<file path="src/rtl/sysid_arb_pkg.sv">
// Shared types and constants for the system-ID access arbiter.
// Latency: n/a (declarations only).
// Backpressure: n/a.
package sysid_arb_pkg;

  localparam int   COUNT_W = 16;
  localparam logic ADDR_ID = 1'b0;
  localparam logic ADDR_TS = 1'b1;

  typedef enum logic [2:0] {
    ST_CHK_ID = 3'd0,
    ST_CHK_TS = 3'd1,
    ST_IDLE   = 3'd2,
    ST_ACCESS = 3'd3,
    ST_RESP   = 3'd4
  } state_e;

endpackage

</file>
<file path="src/rtl/rr_arbiter2.sv">
// Two-way round-robin arbiter: one-hot grant from req, remembers the last winner.
// Latency: grant is combinational; last_grant updates on the advance edge.
// Backpressure: grant only moves on advance, so a stalled winner keeps its grant.
module rr_arbiter2 (
  input  logic       clock,
  input  logic       reset,
  input  logic [1:0] req,
  input  logic       advance,
  output logic [1:0] grant,
  output logic       last_grant
);

  logic last_grant_q;
  logic last_grant_d;

  // A lone requester always wins; on a tie the side that did not win last time wins.
  always_comb begin
    grant[0] = req[0] & (~req[1] | last_grant_q);
    grant[1] = req[1] & (~req[0] | ~last_grant_q);
  end

  // Record the winner only when the grant is actually consumed.
  always_comb begin
    last_grant_d = last_grant_q;
    if (advance) begin
      last_grant_d = grant[1];
    end
  end

  // Reset to requester 1 so requester 0 wins the first tie.
  always_ff @(posedge clock) begin
    if (reset) begin
      last_grant_q <= 1'b1;
    end else begin
      last_grant_q <= last_grant_d;
    end
  end

  assign last_grant = last_grant_q;

endmodule

</file>
<file path="src/rtl/sysid_access_arbiter.sv">
// Boot-checks the sysid slave, then shares it round-robin between two pipelined-read masters.
// Latency: accept in cycle N, readdatavalid in cycle N+2; one read every 3 cycles.
// Backpressure: waitrequest held high outside IDLE or when the other side is granted; nothing dropped.
module sysid_access_arbiter
  import sysid_arb_pkg::*;
#(
  parameter logic [31:0] EXPECTED_ID = 32'h0000_0000,
  parameter logic [31:0] EXPECTED_TS = 32'h0000_0000,
  parameter bit          CHECK_EN    = 1'b1
) (
  input  logic               clock,
  input  logic               reset,
  input  logic               r0_read,
  input  logic               r0_address,
  output logic               r0_waitrequest,
  output logic [31:0]        r0_readdata,
  output logic               r0_readdatavalid,
  input  logic               r1_read,
  input  logic               r1_address,
  output logic               r1_waitrequest,
  output logic [31:0]        r1_readdata,
  output logic               r1_readdatavalid,
  output logic               s_address,
  output logic               s_read,
  input  logic [31:0]        s_readdata,
  output logic               check_done,
  output logic               id_ok,
  output logic               ts_ok,
  output logic [COUNT_W-1:0] access_count
);

  state_e             state_q, state_d;
  logic               s_address_q, s_address_d;
  logic               s_read_q, s_read_d;
  logic [31:0]        rdata0_q, rdata0_d;
  logic [31:0]        rdata1_q, rdata1_d;
  logic               check_done_q, check_done_d;
  logic               id_ok_q, id_ok_d;
  logic               ts_ok_q, ts_ok_d;
  logic [COUNT_W-1:0] count_q, count_d;

  logic [1:0] grant;
  logic       owner;    // arbiter's last winner doubles as the in-flight requester id
  logic       idle;
  logic       advance;
  logic       resp;

  // Reset overrides IDLE so no request is accepted while the block is being reset.
  assign idle    = (state_q == ST_IDLE) & ~reset;
  assign advance = idle & (r0_read | r1_read);
  assign resp    = (state_q == ST_RESP) & ~reset;

  rr_arbiter2 u_arb (
    .clock      (clock),
    .reset      (reset),
    .req        ({r1_read, r0_read}),
    .advance    (advance),
    .grant      (grant),
    .last_grant (owner)
  );

  // Next-state logic: boot check, then IDLE -> ACCESS -> RESP service loop.
  always_comb begin
    state_d      = state_q;
    s_address_d  = s_address_q;
    s_read_d     = 1'b0;
    rdata0_d     = rdata0_q;
    rdata1_d     = rdata1_q;
    check_done_d = check_done_q;
    id_ok_d      = id_ok_q;
    ts_ok_d      = ts_ok_q;
    count_d      = count_q;
    if (!CHECK_EN) begin
      check_done_d = 1'b1;
    end
    case (state_q)
      ST_CHK_ID: begin
        id_ok_d     = (s_readdata == EXPECTED_ID);
        s_address_d = ADDR_TS;
        s_read_d    = 1'b1;
        state_d     = ST_CHK_TS;
      end
      ST_CHK_TS: begin
        ts_ok_d      = (s_readdata == EXPECTED_TS);
        check_done_d = 1'b1;
        state_d      = ST_IDLE;
      end
      ST_IDLE: begin
        if (advance) begin
          s_address_d = grant[1] ? r1_address : r0_address;
          s_read_d    = 1'b1;
          state_d     = ST_ACCESS;
        end
      end
      ST_ACCESS: begin
        if (owner) begin
          rdata1_d = s_readdata;
        end else begin
          rdata0_d = s_readdata;
        end
        state_d = ST_RESP;
      end
      ST_RESP: begin
        if (count_q != {COUNT_W{1'b1}}) begin
          count_d = count_q + COUNT_W'(1);
        end
        state_d = ST_IDLE;
      end
      default: state_d = ST_IDLE;
    endcase
  end

  // State and output registers; reset abandons any in-flight read and reruns the check.
  always_ff @(posedge clock) begin
    if (reset) begin
      state_q      <= CHECK_EN ? ST_CHK_ID : ST_IDLE;
      s_address_q  <= ADDR_ID;
      s_read_q     <= 1'b0;
      rdata0_q     <= '0;
      rdata1_q     <= '0;
      check_done_q <= 1'b0;
      id_ok_q      <= 1'b0;
      ts_ok_q      <= 1'b0;
      count_q      <= '0;
    end else begin
      state_q      <= state_d;
      s_address_q  <= s_address_d;
      s_read_q     <= s_read_d;
      rdata0_q     <= rdata0_d;
      rdata1_q     <= rdata1_d;
      check_done_q <= check_done_d;
      id_ok_q      <= id_ok_d;
      ts_ok_q      <= ts_ok_d;
      count_q      <= count_d;
    end
  end

  assign r0_waitrequest   = r0_read & ~(idle & grant[0]);
  assign r1_waitrequest   = r1_read & ~(idle & grant[1]);
  assign r0_readdatavalid = resp & ~owner;
  assign r1_readdatavalid = resp & owner;
  assign r0_readdata      = rdata0_q;
  assign r1_readdata      = rdata1_q;
  assign s_address        = s_address_q;
  assign s_read           = s_read_q;
  assign check_done       = check_done_q;
  assign id_ok            = id_ok_q;
  assign ts_ok            = ts_ok_q;
  assign access_count     = count_q;

endmodule

</file>
<file path="config.mk">
export PLATFORM = sky130hd
export DESIGN_NAME = sysid_access_arbiter
export DESIGN_NICKNAME = d
export VERILOG_FILES = /design/src/rtl/sysid_arb_pkg.sv /design/src/rtl/rr_arbiter2.sv /design/src/rtl/sysid_access_arbiter.sv
export SDC_FILE = /design/constraint.sdc
export NUM_CORES = 1
export LEC_CHECK = 0
export ABC_AREA = 1
export CAP_MARGIN = 20
export CORE_MARGIN = 8
export CORE_UTILIZATION = 41
export DETAILED_ROUTE_END_ITERATION = 10
export GPL_TIMING_DRIVEN = 0
export PLACE_DENSITY = 0.79
export SYNTH_ARGS = -nofsm -noshare
export SYNTH_HDL_FRONTEND = slang
export SYNTH_SLANG_ARGS = --single-unit
export TNS_END_PERCENT = 30
</file>
<file path="constraint.sdc">
create_clock -name clock -period 1.35 [get_ports clock]
set_clock_uncertainty 0.15 [all_clocks]
set_input_delay 0.2025 -clock clock [delete_from_list [all_inputs] [get_ports clock]]
set_output_delay 0.2025 -clock clock [all_outputs]
set_load 0.01 [all_outputs]
</file>
==> results.toml <==
[run_status]
status = "complete, but fails checks"
violations = "negative setup slack"

[clock_tree]
path_clk_slew_ps = 90
h-tree-depth = 3
cts_tree = "built"
clkSinkCount = 89
clock_path_buffers = 2
root_buffer = "clkbuf_8"
clk_latency_ps = 360
numCtsBuffers = 9

[critical_path]
critical_path_required_ps = 1000
start_kind = "flop"
reg2reg_slack_ps = -310
r2r-end = "r0_readdata[6]$_SDFFE_PP0P_"
end_kind = "output pin"
cp-startpoint = "state_q[0]$_SDFFE_PP0P_"
path_class = "flop to output pin"
critPathMaxFanout = 3
rr_worst_depth = 9
arrival_ps = 1400
worstSetupEndpoint = "r1_readdatavalid"
r2r_start = "state_q[0]$_SDFFE_PP0P_"

[detailed_routing]
drt_first_pass_iters = 5
ant_nets = 0
vias = 4423
drc = 0
drt_iter0_drc = 260
via_per_inst = 5.414
wirelength_um = 14690
wl_per_cell_um = 17.97

[grt]
grt_usage_pct = 19.11
grt_max_degree = 15
globalRouteOverflowTotal = 0
grt_pass1_wl_um = 19840
grt_pass1_vias = 4101
antenna_found_initial = 0

[place]
dp_hpwl_um = 9059
placedCellCount = 762
place_area_mm2 = 0.005240
portBuffers = 126
gp_congestion = 0.8742

[power_and_ir_drop]
power_leakage_nw = 2.661
ir_worst_vdd_mv = 0.5977
fin_total_pwr_mw = 5.645
powerDensity_mw_per_mm2 = 907.9

[synth]
netlist_area_mm2 = 0.003804
syn_inst = 525
yosysTopAreaCell = "dfxtp_1"
synth-async-reset-ratio_pct = 0
ys_types = 28
synth_nets = 564
synth-seq-cells = 89
syn_avg_cell_area_um2 = 7.245
synth_top_cell_area_share_pct = 46.84
synth_area_leaders = "dfxtp_1, nor2_1, nand2_1, nand3_1, a21oi_1"
synth_ff_type = "dfxtp_1"
synth_edf_count = 0
synth_seq_area_share_pct = 46.84
ys_warn_count = 0

[finish]
multi_input_area_mm2 = 0.002185
nNetsFinal = 740
regArea_mm2 = 0.001847
synthToLayoutAreaGrowth_pct = 63.45
drive_above_1_share_pct = 36.40
diodes = 0
final_util_pct = 68.26
fillers = 702
final_cells = 817
postLayoutCellArea_mm2 = 0.006217

[floorplanning]
die-area_mm2 = 0.01262
die_w_um = 112.3
row_count = 35
core_mm2 = 0.009109
start_util_pct = 41.76
ios = 127
dieHeight_um = 112.3

[sta]
maxSlewHeadroom_pct = 53.81
worst_slack_ps = -398.5
slew_violations = 0
final.setup.tns_ps = -16470
max_freq_mhz = 571.9
min_period_ps = 1749
rsz0062_at_grt = "yes"
setup_viol_count_final = 85
hold_viol_final = 0
worstMarginPinSlew_ps = 692.8
fin_crit_sh_pct = 129.5

[worst_hold_path]
holdCritStartpoint = "s_readdata[14]"
hold_path_class = "input pin to flop"

[run]
cap_violations = 0
-- routing by layer --
layer,track usage (%),vias to the layer above,part of all wire [%]
met2,32.44,174,51
met4,8.813,0,3.1
met5,0,-,0
li1,-,2054,-
met1,20.03,2161,37
met3,8.374,34,9.1
-- flip-flops by register name (all words and copies together) (netlist names) --
register          flops
s_address             1
r0_readdata          32
r1_readdata          32
access_count         16
state_q               3
id_ok                 1
u_arb.last_grant      1
s_read                1
ts_ok                 1
check_done            1
-- kinds of logic after synthesis --
group	after synthesis	synth area share (%)
DFF	89	46.84
buffers and inverters	64	8.191
AOI/OAI and AO/OA	92	12.17
and+or+nand+nor	279	32.47
adders and majority gates	1	0.3289
-- what timing repair did --
action                                  in CTS  in global routing
endpoints found under the setup margin     170                152
gates resized for setup                    187                232
pin swaps                                    7                 35
setup buffers                                6                 24
gates cloned                                 0                 10
hold buffers                                 0                  0
-- through the flow --
| stage | setup WS (ps) | hold slack [ps] |
|---|---|---|
| 6_report | -398.5 | 52.59 |
| 5_1_grt | -429.0 | 52.24 |
| 4_1_cts | -421.8 | 285.2 |
| 3_5_place_dp | -932.4 | 304.3 |
| 3_3_place_gp | -916.6 | 296.9 |
| 2_1_floorplan | -17.06 | 187.2 |
-- cells in the mapped netlist, types with 2 or more instances --
| master | count |
|---|---|
| buf_6 | 5 |
| nand3_1 | 56 |
| inv_1 | 34 |
| o21ai_1 | 9 |
| buf_4 | 7 |
| nor2_1 | 111 |
| clkbuf_1 | 6 |
| o21ai_0 | 27 |
| a21oi_1 | 55 |
| inv_2 | 3 |
| buf_2 | 4 |
| nand2_1 | 86 |
| nand3b_1 | 2 |
| dfxtp_1 | 89 |
| nor3_1 | 4 |
| nand2_2 | 4 |
| nor2_4 | 4 |
| nand2_4 | 2 |
| buf_1 | 4 |
| nor2_2 | 5 |
-- power by group --
group / internal [mW] / switching, mW
combinational: 0.431 / 0.513
sequential: 2.69 / 0.0734
clock: 0.959 / 0.974
total: 4.08 / 1.56
-- placed cells by master, fill, tap and decap left out, types with 2 or more instances in the layout --
cell type / n
nand2_4: 6
clkdlybuf4s15_1: 22
nor2_2: 17
dfxtp_4: 15
o21ai_0: 23
inv_1: 31
clkdlybuf4s50_1: 36
inv_8: 2
clkbuf_1: 3
clkbuf_8: 11
nand2_2: 12
dfxtp_1: 67
clkbuf_2: 42
buf_8: 7
nand2_1: 73
dfxtp_2: 7
clkdlybuf4s15_2: 2
nor2_1: 74
nand3_1: 49
nand2_8: 2
a21oi_2: 17
nor2_4: 30
buf_4: 27
inv_4: 2
a21oi_1: 38
nand3b_1: 2
buf_12: 3
clkbuf_16: 5
buf_6: 13
nand3_2: 7
buf_2: 13
inv_2: 3
o21ai_1: 11
dlygate4sd2_1: 16
nor3_2: 3
-- cell type report --
type,count,area share [%]
Tap cell,111,2.234
Timing Repair Buffer,163,22.82
Inverter,38,2.616
Sequential cell,89,29.70
Clock inverter,4,0.8251
Clock buffer,12,2.495
Buffer,26,4.166
Multi-Input combinational cell,374,35.14
-- worst min-delay path by stage --
stage                                   endpoint  slack (ps)  depth (start not counted)
global route        r0_readdata[14]$_SDFFE_PP0P_          50                          3
CTS                 r0_readdata[21]$_SDFFE_PP0P_         290                          3
global placement     r1_readdata[6]$_SDFFE_PP0P_         300                          2
finish              r0_readdata[14]$_SDFFE_PP0P_          50                          3
floorplan            r0_readdata[0]$_SDFFE_PP0P_         190                          2
detailed placement  r1_readdata[14]$_SDFFE_PP0P_         300                          2
-- critical path, stage by stage, from the launching register on --
cell and delay, ps:
dfxtp_4 380, inv_4 60, nand2_2 60, nor2_4 90, inv_2 60, nor3_2 200, buf_2 180
No activity file was read; power rests on OpenSTA's default activity.
